[config.mk]
export PLATFORM = sky130hd
export DESIGN_NAME = minibus_mem_arbiter
export DESIGN_NICKNAME = d
export VERILOG_FILES = /design/src/rtl/minibus_mem_arbiter.sv
export SDC_FILE = /design/constraint.sdc
export NUM_CORES = 1
export LEC_CHECK = 0
export ABC_AREA = 1
export BUFFER_PORTS_ARGS = -buffer_cell sky130_fd_sc_hd__buf_2
export CORE_MARGIN = 8
export CORE_UTILIZATION = 40
export DETAILED_ROUTE_END_ITERATION = 6
export GPL_TIMING_DRIVEN = 0
export PLACE_DENSITY = 0.72
export SETUP_SLACK_MARGIN = 0.1
export SYNTH_ARGS = -nofsm -noshare
export SYNTH_HDL_FRONTEND = slang
export SYNTH_SLANG_ARGS = --single-unit
[constraint.sdc]
create_clock -name clk -period 7 [get_ports clk]
set_input_delay 1.75 -clock clk [delete_from_list [all_inputs] [get_ports clk]]
set_output_delay 1.75 -clock clk [all_outputs]
set_load 0.01 [all_outputs]
[src/rtl/minibus_mem_arbiter.sv]
// rtl/minibus_mem_arbiter.sv - multi-channel minibus memory arbiter with FREE/BUS_OP/READY FSM
// Optional bus timeout when MINIBUS_TIMEOUT_EN is defined.
module minibus_mem_arbiter #(
  parameter int NUM_CH      = 2,
  parameter int ADDR_W      = 32,
  parameter int DATA_W      = 32,
  parameter int RR_EN       = 1,
  parameter int TIMEOUT_CYC = 255
) (
  input  logic                     clk,
  input  logic                     rst,
  input  logic [NUM_CH-1:0]        ch_ren,
  input  logic [NUM_CH-1:0]        ch_wen,
  input  logic [NUM_CH*ADDR_W-1:0] ch_addr,
  input  logic [NUM_CH*DATA_W-1:0] ch_wdata,
  input  logic [NUM_CH*2-1:0]      ch_width,
  output logic [NUM_CH-1:0]        ch_hit,
  output logic [NUM_CH-1:0]        ch_err,
  output logic [DATA_W-1:0]        ch_rdata,
  output logic [ADDR_W-1:0]        bus_addr,
  output logic [DATA_W-1:0]        bus_wdata,
  output logic [1:0]               bus_width,
  output logic                     bus_wen,
  output logic                     bus_ren,
  input  logic                     bus_ack,
  input  logic [DATA_W-1:0]        bus_rdata
);
  localparam int IDX_W = (NUM_CH > 1) ? $clog2(NUM_CH) : 1;

  if (NUM_CH < 1 || NUM_CH > 8 || TIMEOUT_CYC < 1 || TIMEOUT_CYC > 65535) begin : g_param_chk
    $error("minibus_mem_arbiter: parameter out of range");
  end

  typedef enum logic [1:0] {FREE, BUS_OP, READY} state_t;

  state_t              state_q, state_d;
  logic [IDX_W-1:0]    grant_q, grant_d, rr_q, rr_d, win, sel;
  logic [ADDR_W-1:0]   addr_q, addr_d;
  logic [DATA_W-1:0]   wdata_q, wdata_d, rdata_q, rdata_d;
  logic [1:0]          width_q, width_d;
  logic                wr_q, wr_d, any_pend, held;
  logic [NUM_CH-1:0]   pend;
  int                  idx;
`ifdef MINIBUS_TIMEOUT_EN
  logic [15:0]         cnt_q, cnt_d;
  logic                err_q, err_d;
`endif

  assign pend = ch_ren | ch_wen;

  // Search starts at rr_q for round-robin, at 0 for fixed priority.
  always_comb begin
    win      = '0;
    sel      = '0;
    idx      = 0;
    any_pend = 1'b0;
    for (int k = 0; k < NUM_CH; k++) begin
      idx = (RR_EN != 0) ? ((int'(rr_q) + k) % NUM_CH) : k;
      sel = IDX_W'(idx);
      if (!any_pend && pend[sel]) begin
        any_pend = 1'b1;
        win      = sel;
      end
    end
  end

  always_comb begin
    state_d = state_q;
    grant_d = grant_q;
    rr_d    = rr_q;
    addr_d  = addr_q;
    wdata_d = wdata_q;
    width_d = width_q;
    wr_d    = wr_q;
    rdata_d = rdata_q;
`ifdef MINIBUS_TIMEOUT_EN
    cnt_d   = cnt_q;
    err_d   = err_q;
`endif
    case (state_q)
      FREE: begin
        if (any_pend) begin
          grant_d = win;
          rr_d    = IDX_W'((int'(win) + 1) % NUM_CH);
          addr_d  = ch_addr[win*ADDR_W +: ADDR_W];
          wdata_d = ch_wdata[win*DATA_W +: DATA_W];
          width_d = ch_width[win*2 +: 2];
          wr_d    = ch_wen[win];
          state_d = BUS_OP;
`ifdef MINIBUS_TIMEOUT_EN
          cnt_d   = '0;
          err_d   = 1'b0;
`endif
        end
      end
      BUS_OP: begin
        if (bus_ack) begin
          rdata_d = wr_q ? '0 : bus_rdata;
          addr_d  = '0;
          wdata_d = '0;
          width_d = '0;
          state_d = READY;
        end
`ifdef MINIBUS_TIMEOUT_EN
        else if ({1'b0, cnt_q} + 17'd1 >= 17'(TIMEOUT_CYC)) begin
          rdata_d = '0;
          err_d   = 1'b1;
          addr_d  = '0;
          wdata_d = '0;
          width_d = '0;
          state_d = READY;
        end else begin
          cnt_d = cnt_q + 16'd1;
        end
`endif
      end
      default: begin
        rdata_d = '0;
        state_d = FREE;
`ifdef MINIBUS_TIMEOUT_EN
        err_d   = 1'b0;
`endif
      end
    endcase
  end

  always_ff @(posedge clk or posedge rst) begin
    if (rst) begin
      state_q <= FREE;
      grant_q <= '0;
      rr_q    <= '0;
      addr_q  <= '0;
      wdata_q <= '0;
      width_q <= '0;
      wr_q    <= 1'b0;
      rdata_q <= '0;
`ifdef MINIBUS_TIMEOUT_EN
      cnt_q   <= '0;
      err_q   <= 1'b0;
`endif
    end else begin
      state_q <= state_d;
      grant_q <= grant_d;
      rr_q    <= rr_d;
      addr_q  <= addr_d;
      wdata_q <= wdata_d;
      width_q <= width_d;
      wr_q    <= wr_d;
      rdata_q <= rdata_d;
`ifdef MINIBUS_TIMEOUT_EN
      cnt_q   <= cnt_d;
      err_q   <= err_d;
`endif
    end
  end

  assign bus_ren   = (state_q == BUS_OP) && !wr_q;
  assign bus_wen   = (state_q == BUS_OP) && wr_q;
  assign bus_addr  = (state_q == BUS_OP) ? addr_q  : '0;
  assign bus_wdata = (state_q == BUS_OP) ? wdata_q : '0;
  assign bus_width = (state_q == BUS_OP) ? width_q : '0;

  // A channel that withdrew its request before READY gets no hit.
  assign held = wr_q ? ch_wen[grant_q] : ch_ren[grant_q];

  always_comb begin
    ch_hit   = '0;
    ch_err   = '0;
    ch_rdata = '0;
    if (state_q == READY) begin
`ifdef MINIBUS_TIMEOUT_EN
      if (err_q) begin
        ch_hit[grant_q] = 1'b1;
        ch_err[grant_q] = 1'b1;
      end else
`endif
      if (held) begin
        ch_hit[grant_q] = 1'b1;
        if (!wr_q) ch_rdata = rdata_q;
      end
    end
  end
endmodule

* After elaboration in Yosys (flattened, before gate mapping) *
Cells that the tools add are included.

storage, ports and cells
  register bits after elaboration = 103
  input port bits = 171

operators by class
  add/sub/neg operators = 2
  $lt $le $gt $ge = 5
  equal/unequal tests = 4
  shift-type cells = 3
  muxes and demuxes = 39
  bitwise gates (word level) = 2
  reductions and logical operators = 12

operators by type and width
  kind                                                                  number
  32-bit 2-to-1 mux                                                     10
  32-bit one-hot mux with 2 select lines                                3
  64-bit by 7-bit indexed part select with 32-bit output                2
  1-bit 2-to-1 mux                                                      16
  2-bit 2-to-1 mux                                                      7
  1-bit by 2-bit < comparator with 1-bit output, second input constant  4
  2-bit one-hot mux with 2 select lines                                 2
  2-bit AND reduction                                                   3
  1-bit logical AND                                                     4
  2-bit != test, second input constant                                  2
  4-bit by 3-bit indexed part select with 2-bit output                  1
  3-bit AND reduction                                                   1
  1-bit adder, second input constant                                    2
  2-bit by 1-bit == test with 1-bit output, second input constant       1
  2-bit == test, second input constant                                  1
  1-bit logical NOT                                                     2
  2-bit logical NOT                                                     1
  2-bit bitwise OR                                                      1
  2-bit nonzero test                                                    1
  1-bit demux with 1-bit select                                         1
  1-bit greater-or-equal comparator, second input constant              1
  1-bit NOT                                                             1

* Longest topological paths before layout *
  depth in word-level cells = 10
  gate-level depth with buffers = 8
  gate-level depth less buffers = 6

* Worst setup path after synthesis *
Ideal clock, no wire load.

  path kind = input-to-output
  start = in ch_ren[1]
  end = out ch_rdata[10]
  data arrival time = 2.450 ns
  slack = 2.800 ns
  stages on the path = 5
  path buffers = 1
  cells stage by stage = inv_1 nand2_1 nand3_1 clkbuf_1 nor3_1

between the ends
  longest elaborated chain between the ends = 5

ends and longest elaborated chain
  item                                                 line  RTL
  start: declaration                                   12    input logic [NUM_CH-1:0] ch_ren,
  1-bit 2-to-1 mux (not written as such) (2 in a row)  164   assign held = wr_q ? ch_wen[grant_q] : ch_ren[grant_q];
  1-bit 2-to-1 mux                                     164
  32-bit 2-to-1 mux                                    177   if (held) begin
  32-bit 2-to-1 mux                                    170   if (state_q == READY) begin
  end: declaration                                     19    output logic [DATA_W-1:0] ch_rdata,

No other way between the ends. The select of a mux whose other input is x is not followed.

* Worst setup path after layout *
  start = in ch_ren[1]
  end = out ch_rdata[1]

The elaborated chain is that of the path after synthesis.

==> results.toml <==
[die]
die_h_um = 133
die_width_um = 133
coreArea_um2 = 13300
ioPinCount = 275
fp.dieArea_um2 = 17600
initial_core_util = 0.410
fp-row-count = 42

[route]
routed-via-count = 5919
drt_iter0_markers = 384
detail_route.wirelength_um = 19500
drc = 0
drt-wirelength-per-cell_um = 16.3
routed_via_density = 4.93
drt_first_pass_iters = 5
final_antenna_net_count = 0

[worst_setup_path]
critPathMostFrequentCell = "buf_2"
critical_path_buf_inv_count = 4
critical_path.startpoint_type = "input port"
arrival_ns = 2.87
largest_driver_fanout_on_the_critical_path = 10
cp_top_family = "buffers and inverters"
critical_path.max_stage_delay_ns = 0.42
crit_chain = "buf_2, inv_1, nand2_1, nand3_1, clkbuf_1, nor3_1, buf_2"
crit_slowest_cell = "clkbuf_1"
type_of_the_worst_setup_path = "input port to output port"
end_kind = "output port"
required_ns = 5.25

[timing]
finalHoldWorstSlack_ns = 0.520
setup_viol = 0
worst_pin_slew_ns = 0.668
finalSetupTns_ns = 0
timing.slew.headroom = 0.555
fin_worst_skew_ns = 0.00545
period_minus_slack_ns = 4.62
finalHoldViolCount = 0
fin_crit_sh = 0.661
maxClockFrequency_ghz = 0.216
unrepaired_setup_endpoints_after_global_routing = "no"
timing.final.max_slew_violations = 0

[placed_design]
routabilityCongestion = 0.811
detailed_place_hpwl_um = 15100
port_buffers = 272
post-place-cells = 1183

[flow_run]
max_cap_violations = 0

[power]
report.power.total_uw = 2940
max-vdd-ir-drop_mv = 0.193
total_leakage_power_uw = 0.00403
power-per-cell-area_nw_per_um2 = 399

[yosys]
synth_seq_cells = 103
synth.cell_area_um2 = 5450
synthXorXnorAreaFrac = 0
synthesis.area_per_instance_um2 = 7.44
gate_count_after_technology_mapping = 733
post_synth_and_or_nand_nor_area_fraction = 0.357
dominant_combinational_cell_family_by_area_after_synthesis = "simple AND/OR/NAND/NOR gates"
synth_compound_area_frac = 0.0381
ys_types = 22
synth_mux_area_frac = 0
synth_seq_area_share = 0.473
synthAdderAreaFrac = 0
ys.warnings.count = 0

[clock_network]
htree_levels = 3
cts_made_buffers = 9
cts.repair_timing.setup_buffer_count = 0
later_pin_clock_latency_in_the_skew_report_ns = 0.35
ctsResizeCount = 0
clock-sinks = 103
cts_root_buf = "clkbuf_16"
cts.hold.buffers_added = 0
tritoncts = "yes"
clockBufferDepth = 2
clkTransAtPathRegs_ns = 0.07

[finish]
final_cell_count_no_fill = 1200
fill_cells = 1351
area_delta_synth_final_pct = 35.1
drive_above_1_share = 0.328
nets = 1189

[hold_path]
hp-class = "flip-flop to flip-flop"

[global_route]
grt.total_usage = 0.221
via_count_of_the_first_global_routing_pass = 6214
grt_start_max_net_pins = 55
grt_antenna_before_repair = 2
grt_pass1_wl_um = 31800
grt_overflow = 0

[run_status]
status = "finished, final reports clean"
cell usage after synthesis:
cell type  count  area (um^2)
a21oi_1        1         5.00
a21oi_2        1         8.76
a21oi_4        1         16.3
buf_1          5         18.8
buf_2         26          130
buf_4          8         60.1
buf_6          1         11.3
clkbuf_1      19         71.3
conb_1         1         3.75
dfrtp_1      103         2580
inv_1        111          417
inv_2          2         7.51
nand2_1       76          285
nand2_2        2         12.5
nand3_1      234         1170
nor2_1        68          255
nor2_2         1         6.26
nor2_4         4         45.0
nor3_1        34          170
o21ai_0       26          130
o21ai_1        8         40.0
o21bai_1       1         7.51
metrics by stage:
stage / area [um^2] / setup WS [ns] / utilization
after floorplan: 5450 / 2.55 / -
after global placement: 7040 / 1.25 / 0.529
after detailed placement: 7070 / 2.40 / 0.531
after CTS: 7360 / 2.39 / 0.554
after global routing: 7370 / 2.25 / 0.554
final: 7370 / 2.38 / 0.554
worst register-to-register path: cells and delay by family, from the launching register on:
| family | cells | cell delay [ns] |
|---|---|---|
| compound gates | 1 | 0.23 |
| flops | 1 | 0.44 |
| buf+inv | 3 | 0.49 |
| simple gates | 3 | 0.35 |
worst paths after layout:
path	endpoint	depth (start not counted)	from	slack, ns
hold / removal	rdata_q[4]$_DFFE_PP0P_	2	rdata_q[4]$_DFFE_PP0P_	0.52
hold reg to reg	rdata_q[4]$_DFFE_PP0P_	2	rdata_q[4]$_DFFE_PP0P_	0.52
min in group asynchronous	wdata_q[14]$_DFFE_PP0P_	2	rst	1.50
max in group asynchronous	rdata_q[26]$_DFFE_PP0P_	3	rst	4.81
setup reg to reg	wdata_q[0]$_DFFE_PP0P_	7	state_q[1]$_DFFE_PP0P_	5.41
setup / recovery	ch_rdata[1]	7	ch_ren[1]	2.38
where the power goes:
part           switching [uW]  total [uW]  internal, uW
Clock                     227         513           286
Combinational             984        1490           506
Sequential                110         935           825
Total                    1320        2940          1620
logic make-up (layout without fill, tap and decap cells):
logic type             count (synthesis)  after routing
AND/OR/NAND/NOR                      419            419
buffers and inverters                172            461
flip-flops                           103            103
AO/OA/AOI/OAI                         38             38
other                                  1              3
flip-flops by register name, summed over array words and instances (netlist names):
| signal | count |
|---|---|
| addr_q | 32 |
| rdata_q | 32 |
| wdata_q | 32 |
| state_q | 2 |
| width_q | 2 |
| grant_q | 1 |
| rr_q | 1 |
| wr_q | 1 |
final cells by class:
type,instances,area (um^2),share of cell area
timing repair buffer,273,1390,0.189
clock inverter,6,58.8,0.00798
sequential,103,2580,0.350
multi-input combinational,459,2160,0.293
buffer,59,292,0.0396
inverter,113,427,0.0579
clock buffer,10,239,0.0324
tap,176,220,0.0299
antenna,1,2.50,0.000340
per-layer routing:
metal  wire [um]  share of wire  vias to the layer above  GRT usage
met5           8        0.00041                        -          0
met4         327          0.017                        2     0.0625
met3        1890          0.097                       25     0.0825
met2        9150           0.47                      243      0.360
met1        8150           0.42                     2728      0.267
li1            -              -                     2921          -
layout by cell type (no fill, tap or decap), types with 5 or more instances in the layout:
master,n
nand3_1,234
inv_1,110
clkbuf_16,9
buf_4,8
o21ai_1,8
buf_2,298
o21ai_0,26
buf_1,5
nand2_1,76
dfrtp_1,103
clkbuf_1,19
nor2_1,68
nor3_1,34
No activity file was read; power rests on OpenSTA's default activity.
